### src/rtl/rank_pipe_reader_if.sv
// rank_pipe_reader_if: rank pipe pop side, PIFO insert/dequeue side and status counters
interface rank_pipe_reader_if #(
    parameter int RANK_WIDTH     = 16,
    parameter int RANK_OUT_WIDTH = 12,
    parameter int META_WIDTH     = 16
);
    logic                      rank_valid_in;
    logic [RANK_WIDTH-1:0]     rank_in;
    logic [META_WIDTH-1:0]     meta_in;
    logic                      rank_remove;
    logic                      pifo_busy;
    logic                      pifo_insert;
    logic [RANK_OUT_WIDTH-1:0] pifo_rank_out;
    logic [META_WIDTH-1:0]     pifo_meta_out;
    logic                      deq_valid;
    logic [RANK_WIDTH-1:0]     deq_rank;
    logic [31:0]               fwd_count;
    logic [15:0]               sat_count;
    modport master (
        output rank_valid_in, rank_in, meta_in, pifo_busy, deq_valid, deq_rank,
        input  rank_remove, pifo_insert, pifo_rank_out, pifo_meta_out, fwd_count, sat_count
    );
    modport slave (
        input  rank_valid_in, rank_in, meta_in, pifo_busy, deq_valid, deq_rank,
        output rank_remove, pifo_insert, pifo_rank_out, pifo_meta_out, fwd_count, sat_count
    );
endinterface

### src/rtl/rank_pipe_reader.sv
// rank_pipe_reader: pops the rank pipe, re-bases ranks against PIFO head and feeds the PIFO via a 2-entry skid buffer
module rank_pipe_reader #(
    parameter int RANK_WIDTH     = 16,
    parameter int RANK_OUT_WIDTH = 12,
    parameter int META_WIDTH     = 16
) (
    input logic               clk,
    input logic               rst,
    rank_pipe_reader_if.slave io
);
    typedef enum logic [1:0] {EMPTY = 2'd0, ONE = 2'd1, FULL = 2'd2} state_t;
    localparam logic [RANK_WIDTH-1:0] REL_MAX = RANK_WIDTH'((64'd1 << RANK_OUT_WIDTH) - 64'd1);
    localparam logic [RANK_WIDTH-1:0] HALF    = RANK_WIDTH'(64'd1 << (RANK_WIDTH - 1));
    state_t                    state_q, state_d;
    logic [RANK_OUT_WIDTH-1:0] rel0_q, rel0_d, rel1_q, rel1_d, rel_new;
    logic [META_WIDTH-1:0]     meta0_q, meta0_d, meta1_q, meta1_d;
    logic [RANK_WIDTH-1:0]     base_q, base_d, diff;
    logic [31:0]               fwd_q;
    logic [15:0]               sat_q;
    logic                      pop, drain, behind, sat;
    // modular distance from base; upper half of the ring means the rank is behind base
    assign diff    = io.rank_in - base_q;
    assign behind  = diff >= HALF;
    assign sat     = !behind && diff > REL_MAX;
    assign rel_new = behind ? '0 : sat ? '1 : diff[RANK_OUT_WIDTH-1:0];
    assign pop     = io.rank_valid_in && !rst && state_q != FULL;
    assign drain   = state_q != EMPTY && !io.pifo_busy && !rst;
    assign base_d  = io.deq_valid && (io.deq_rank - base_q) < HALF ? io.deq_rank : base_q;
    assign io.rank_remove   = pop;
    assign io.pifo_insert   = drain;
    assign io.pifo_rank_out = state_q == EMPTY ? '0 : rel0_q;
    assign io.pifo_meta_out = state_q == EMPTY ? '0 : meta0_q;
    assign io.fwd_count     = fwd_q;
    assign io.sat_count     = sat_q;
    always_comb begin
        state_d = state_q;
        rel0_d  = rel0_q;
        meta0_d = meta0_q;
        rel1_d  = rel1_q;
        meta1_d = meta1_q;
        case (state_q)
            EMPTY: begin
                state_d = pop ? ONE : EMPTY;
                rel0_d  = pop ? rel_new : rel0_q;
                meta0_d = pop ? io.meta_in : meta0_q;
            end
            ONE: begin
                state_d = pop && !drain ? FULL : !pop && drain ? EMPTY : ONE;
                rel0_d  = pop && drain ? rel_new : rel0_q;
                meta0_d = pop && drain ? io.meta_in : meta0_q;
                rel1_d  = pop && !drain ? rel_new : rel1_q;
                meta1_d = pop && !drain ? io.meta_in : meta1_q;
            end
            FULL: begin
                state_d = drain ? ONE : FULL;
                rel0_d  = drain ? rel1_q : rel0_q;
                meta0_d = drain ? meta1_q : meta0_q;
            end
            default: state_d = EMPTY;
        endcase
    end
    always_ff @(posedge clk) begin
        if (rst) begin
            state_q <= EMPTY;
            rel0_q  <= '0;
            meta0_q <= '0;
            rel1_q  <= '0;
            meta1_q <= '0;
            base_q  <= '0;
            fwd_q   <= '0;
            sat_q   <= '0;
        end else begin
            state_q <= state_d;
            rel0_q  <= rel0_d;
            meta0_q <= meta0_d;
            rel1_q  <= rel1_d;
            meta1_q <= meta1_d;
            base_q  <= base_d;
            fwd_q   <= fwd_q + 32'(drain);
            sat_q   <= sat_q + 16'(pop && sat);
        end
    end
endmodule

### src/flat_wrapper.sv
// flat-port wrapper written by rule: the top's interface ports become plain ports
module rank_pipe_reader_flat 
#(
    parameter int RANK_WIDTH     = 16,
    parameter int RANK_OUT_WIDTH = 12,
    parameter int META_WIDTH     = 16
)
  (clk, rst, io_rank_valid_in, io_rank_in, io_meta_in, io_pifo_busy, io_deq_valid, io_deq_rank, io_rank_remove, io_pifo_insert, io_pifo_rank_out, io_pifo_meta_out, io_fwd_count, io_sat_count);
  rank_pipe_reader_if #(.RANK_WIDTH(RANK_WIDTH), .RANK_OUT_WIDTH(RANK_OUT_WIDTH), .META_WIDTH(META_WIDTH)) io_i ();
  input logic clk;
  input logic rst;
  input wire logic [$bits(io_i.rank_valid_in)-1:0] io_rank_valid_in;
  input wire logic [$bits(io_i.rank_in)-1:0] io_rank_in;
  input wire logic [$bits(io_i.meta_in)-1:0] io_meta_in;
  input wire logic [$bits(io_i.pifo_busy)-1:0] io_pifo_busy;
  input wire logic [$bits(io_i.deq_valid)-1:0] io_deq_valid;
  input wire logic [$bits(io_i.deq_rank)-1:0] io_deq_rank;
  output wire logic [$bits(io_i.rank_remove)-1:0] io_rank_remove;
  output wire logic [$bits(io_i.pifo_insert)-1:0] io_pifo_insert;
  output wire logic [$bits(io_i.pifo_rank_out)-1:0] io_pifo_rank_out;
  output wire logic [$bits(io_i.pifo_meta_out)-1:0] io_pifo_meta_out;
  output wire logic [$bits(io_i.fwd_count)-1:0] io_fwd_count;
  output wire logic [$bits(io_i.sat_count)-1:0] io_sat_count;
  assign io_i.rank_valid_in = io_rank_valid_in;
  assign io_i.rank_in = io_rank_in;
  assign io_i.meta_in = io_meta_in;
  assign io_i.pifo_busy = io_pifo_busy;
  assign io_i.deq_valid = io_deq_valid;
  assign io_i.deq_rank = io_deq_rank;
  assign io_rank_remove = io_i.rank_remove;
  assign io_pifo_insert = io_i.pifo_insert;
  assign io_pifo_rank_out = io_i.pifo_rank_out;
  assign io_pifo_meta_out = io_i.pifo_meta_out;
  assign io_fwd_count = io_i.fwd_count;
  assign io_sat_count = io_i.sat_count;
  rank_pipe_reader #(.RANK_WIDTH(RANK_WIDTH), .RANK_OUT_WIDTH(RANK_OUT_WIDTH), .META_WIDTH(META_WIDTH)) u_core (.clk(clk), .rst(rst), .io(io_i));
endmodule
### config.mk
export PLATFORM = sky130hd
export DESIGN_NAME = rank_pipe_reader_flat
export DESIGN_NICKNAME = d
export VERILOG_FILES = /design/src/rtl/rank_pipe_reader_if.sv /design/src/rtl/rank_pipe_reader.sv /design/src/flat_wrapper.sv
export SDC_FILE = /design/constraint.sdc
export NUM_CORES = 1
export LEC_CHECK = 0
export ABC_AREA = 1
export BUFFER_PORTS_ARGS = -buffer_cell sky130_fd_sc_hd__buf_2
export CAP_MARGIN = 20
export CORE_MARGIN = 5
export CORE_UTILIZATION = 35
export CTS_CLUSTER_DIAMETER = 80
export DETAILED_ROUTE_END_ITERATION = 8
export PLACE_DENSITY = 0.57
export SETUP_SLACK_MARGIN = 0.3
export SLEW_MARGIN = 0
export SYNTH_ARGS = -nofsm -noshare
export SYNTH_HDL_FRONTEND = slang
export SYNTH_SLANG_ARGS = --single-unit
### constraint.sdc
create_clock -name clk -period 9.7 [get_ports clk]
set_clock_uncertainty 0.2 [all_clocks]
set_input_delay 0.97 -clock clk [delete_from_list [all_inputs] [get_ports clk]]
set_output_delay 0.97 -clock clk [all_outputs]
set_load 0.005 [all_outputs]
==> flow_summary.yaml <==
clock_network:
  cts_root_buf: "clkbuf_16"
  clock_sinks: 122
  htreeDepth: 4
  clk_pin_slew_ns: 0.06
  clockBufferDepth: 2
  cts_buffers: 17
  post_cts_resized: 0
  clk_latency_ns: 0.42
  cts_tree: "yes"
  cts_setup_buffers: 0
  postCtsHoldBufs: 0
placement:
  port_buffers: 130
  routabilityCongestion: 0.844
  placed_area_mm2: 0.00761
  hpwl_um: 12700
global_routing:
  grt_pass1_wl_um: 29100
  grt_overflow: 0
  grt_max_degree: 66
  gr-usage-all-layers_pct: 16.0
  antenna_found_initial: 0
  grt_pass1_vias: 5826
timing:
  tightest_slew_ns: 0.832
  finalCritPeriodShare_pct: 43.2
  whs_ns: 0.251
  min_period_ns: 4.19
  max-slew-margin-rel_pct: 44.5
  hold_viol: 0
  slew_violations: 0
  rsz0062_at_grt: "no"
  fmax_mhz: 239
  finalSetupTns_ns: 0
  setup_viol_count_final: 0
floorplan:
  dieArea_mm2: 0.0221
  die_y_um: 149
  initial_utilization_pct: 35.8
  row_count: 50
  core_area_mm2: 0.0188
  die-width_um: 149
  ios: 131
final_layout:
  nets: 1186
  design_area_mm2: 0.00826
  seqCellArea_mm2: 0.00244
  drive_gt1_share_pct: 18.0
  multi_input_area_mm2: 0.00358
  fillers: 1942
  n_antenna_cell: 0
  syn2layout_area_growth_pct: 22.5
routing:
  drt_pre_antenna_iters: 5
  post_drt_wl_per_cell_um: 12.7
  drc_errors: 0
  routed_wl_um: 17400
  num_vias: 6389
  ant_nets: 0
  drt-vias-per-instance: 4.67
  initialDrtViolationCount: 328
pwr:
  p_per_area_mw_per_mm2: 186
  ir_drop_uv: 125
  power_leakage_uw: 0.00379
yosys:
  synth_async_sr_flop_share_pct: 0
  yosysSeqAreaShare_pct: 36.2
  syn_nets: 1070
  synth_seq_cells: 122
  syn_avg_cell_area_um2: 6.89
  synth_warnings: 0
  synth_edf_count: 0
  netlist_instances: 979
  synth_top_flop_cell: "dfxtp_1"
  netlist_area_mm2: 0.00675
  ys_types: 38
critical_path:
  worstPathArrival_ns: 4.27
  endpoint_kind: "flop"
  start_kind: "input pin"
  r2r_setup_slack_ns: 5.82
  crit_type: "in -> reg"
  cp_max_fo: 13
  crit_required_ns: 9.78
flow_run:
  cap_violations: 0
worst_hold_path:
  hold_path_class: "reg -> reg"
outcome:
  status: "complete, no violations"
sequential cells by signal, summed over array words and instances (netlist names):
signal               cells
u_core.base_q           16
u_core.state_q           2
u_core.io.sat_count     16
u_core.io.fwd_count     32
u_core.meta0_q          16
u_core.rel0_q           12
u_core.meta1_q          16
u_core.rel1_q           12
synth_stat cells, types with 2 or more instances:
master / number / area, um^2
nand2_1: 180 / 676
buf_1: 5 / 18.8
nor3_1: 19 / 95.1
inv_1: 151 / 567
nand4_1: 19 / 119
nand3_1: 27 / 135
a21oi_2: 4 / 35.0
and3_1: 2 / 12.5
and2_1: 2 / 12.5
nor2_1: 133 / 499
dfxtp_1: 122 / 2440
a211oi_1: 32 / 240
clkbuf_1: 28 / 105
a31oi_1: 2 / 12.5
o21ai_0: 65 / 325
o21a_1: 2 / 15.0
nor3b_1: 4 / 30.0
nand2_2: 5 / 31.3
nor2_2: 2 / 12.5
nor3b_2: 3 / 37.5
nor3_2: 3 / 30.0
nand3_2: 6 / 60.1
buf_2: 6 / 30.0
nand3b_1: 5 / 37.5
a21oi_1: 90 / 450
xnor2_1: 10 / 87.6
xor2_1: 5 / 43.8
ha_1: 37 / 463
critical path, stage by stage:
cell,delay [ns]
buf_2,0.07
inv_1,0.04
ha_1,0.21
fa_1,0.40
inv_1,0.08
nand3_1,0.06
nand3_1,0.11
nand3_1,0.10
nand4_1,0.08
nand2_1,0.23
nand3_1,0.17
and3_1,0.20
ha_1,0.15
ha_1,0.15
nand2_1,0.05
inv_1,0.07
nand2_1,0.07
nor3_1,0.20
nand3_1,0.16
inv_1,0.10
nand4_1,0.13
nor3_2,0.23
nand3_1,0.10
nor3b_1,0.14
logic make-up after synthesis:
kind of cell	count (synthesis)	synth area share [%]
AOI/OAI and AO/OA	197	16.2
DFF	122	36.2
and+or+nand+nor	416	27.7
adders and majority gates	38	7.16
buffers and inverters	191	10.9
xor gates and xnor gates	15	1.95
layout make-up:
cell class                      instances  share of cell area, %
Inverter                              151                   6.86
Multi-Input combinational cell        666                   43.3
Tap cell                              260                   3.94
Timing Repair Buffer                  137                   8.84
Sequential cell                       122                   29.6
Clock inverter                         10                   1.68
Clock buffer                           21                   5.81
worst paths after layout:
kind                                  end  cells past startpoint               from
setup reg to reg  u_core.io.sat_count[14]                     22   u_core.base_q[0]
hold / removal          u_core.meta1_q[1]                      2  u_core.meta1_q[1]
setup / recovery  u_core.io.sat_count[14]                     24      io_rank_in[0]
hold reg to reg         u_core.meta1_q[1]                      2  u_core.meta1_q[1]
stage by stage:
stage          power (uW)  worst slack, ns  utilization [%]  instances
4_1_cts              1550             5.49             43.7       1365
3_5_place_dp          881             5.06             40.4       1334
5_1_grt              1640             5.01             43.9       1367
2_1_floorplan         803             5.55                -        979
3_3_place_gp          877             5.14             40.3       1333
6_report             1540             5.51             43.9       1367
power breakdown:
| part | internal [uW] | switching (uW) | total, uW |
|---|---|---|---|
| Sequential | 533 | 12.2 | 546 |
| Clock | 430 | 235 | 665 |
| Combinational | 116 | 211 | 327 |
metal layers:
metal	part of all wire, %	GRT usage (%)	vias to the layer above
li1	-	-	3405
met1	50	21.9	2845
met2	43	24.8	122
met3	5.4	4.01	17
met4	1.4	5.03	0
met5	0	0	-
layout by cell type, fill, tap and decap left out, types with 2 or more instances in the layout:
master | synthesis | routed
a211oi_1 | 32 | 32
a21oi_1 | 90 | 90
a21oi_2 | 4 | 4
a31oi_1 | 2 | 2
and2_1 | 2 | 2
and3_1 | 2 | 2
buf_2 | 6 | 130
buf_4 | 0 | 4
buf_8 | 0 | 2
bufinv_16 | 0 | 3
clkbuf_16 | 0 | 17
clkbuf_8 | 0 | 4
clkinv_2 | 0 | 3
dfxtp_1 | 122 | 122
ha_1 | 37 | 37
inv_1 | 151 | 150
inv_6 | 0 | 2
nand2_1 | 180 | 180
nand2_2 | 5 | 5
nand3_1 | 27 | 26
nand3_2 | 6 | 7
nand3b_1 | 5 | 5
nand4_1 | 19 | 19
nor2_1 | 133 | 132
nor2_2 | 2 | 3
nor3_1 | 19 | 19
nor3_2 | 3 | 3
nor3b_1 | 4 | 4
nor3b_2 | 3 | 3
o21a_1 | 2 | 2
o21ai_0 | 65 | 65
xnor2_1 | 10 | 10
xor2_1 | 5 | 5
No activity file was read; power rests on OpenSTA's default activity.
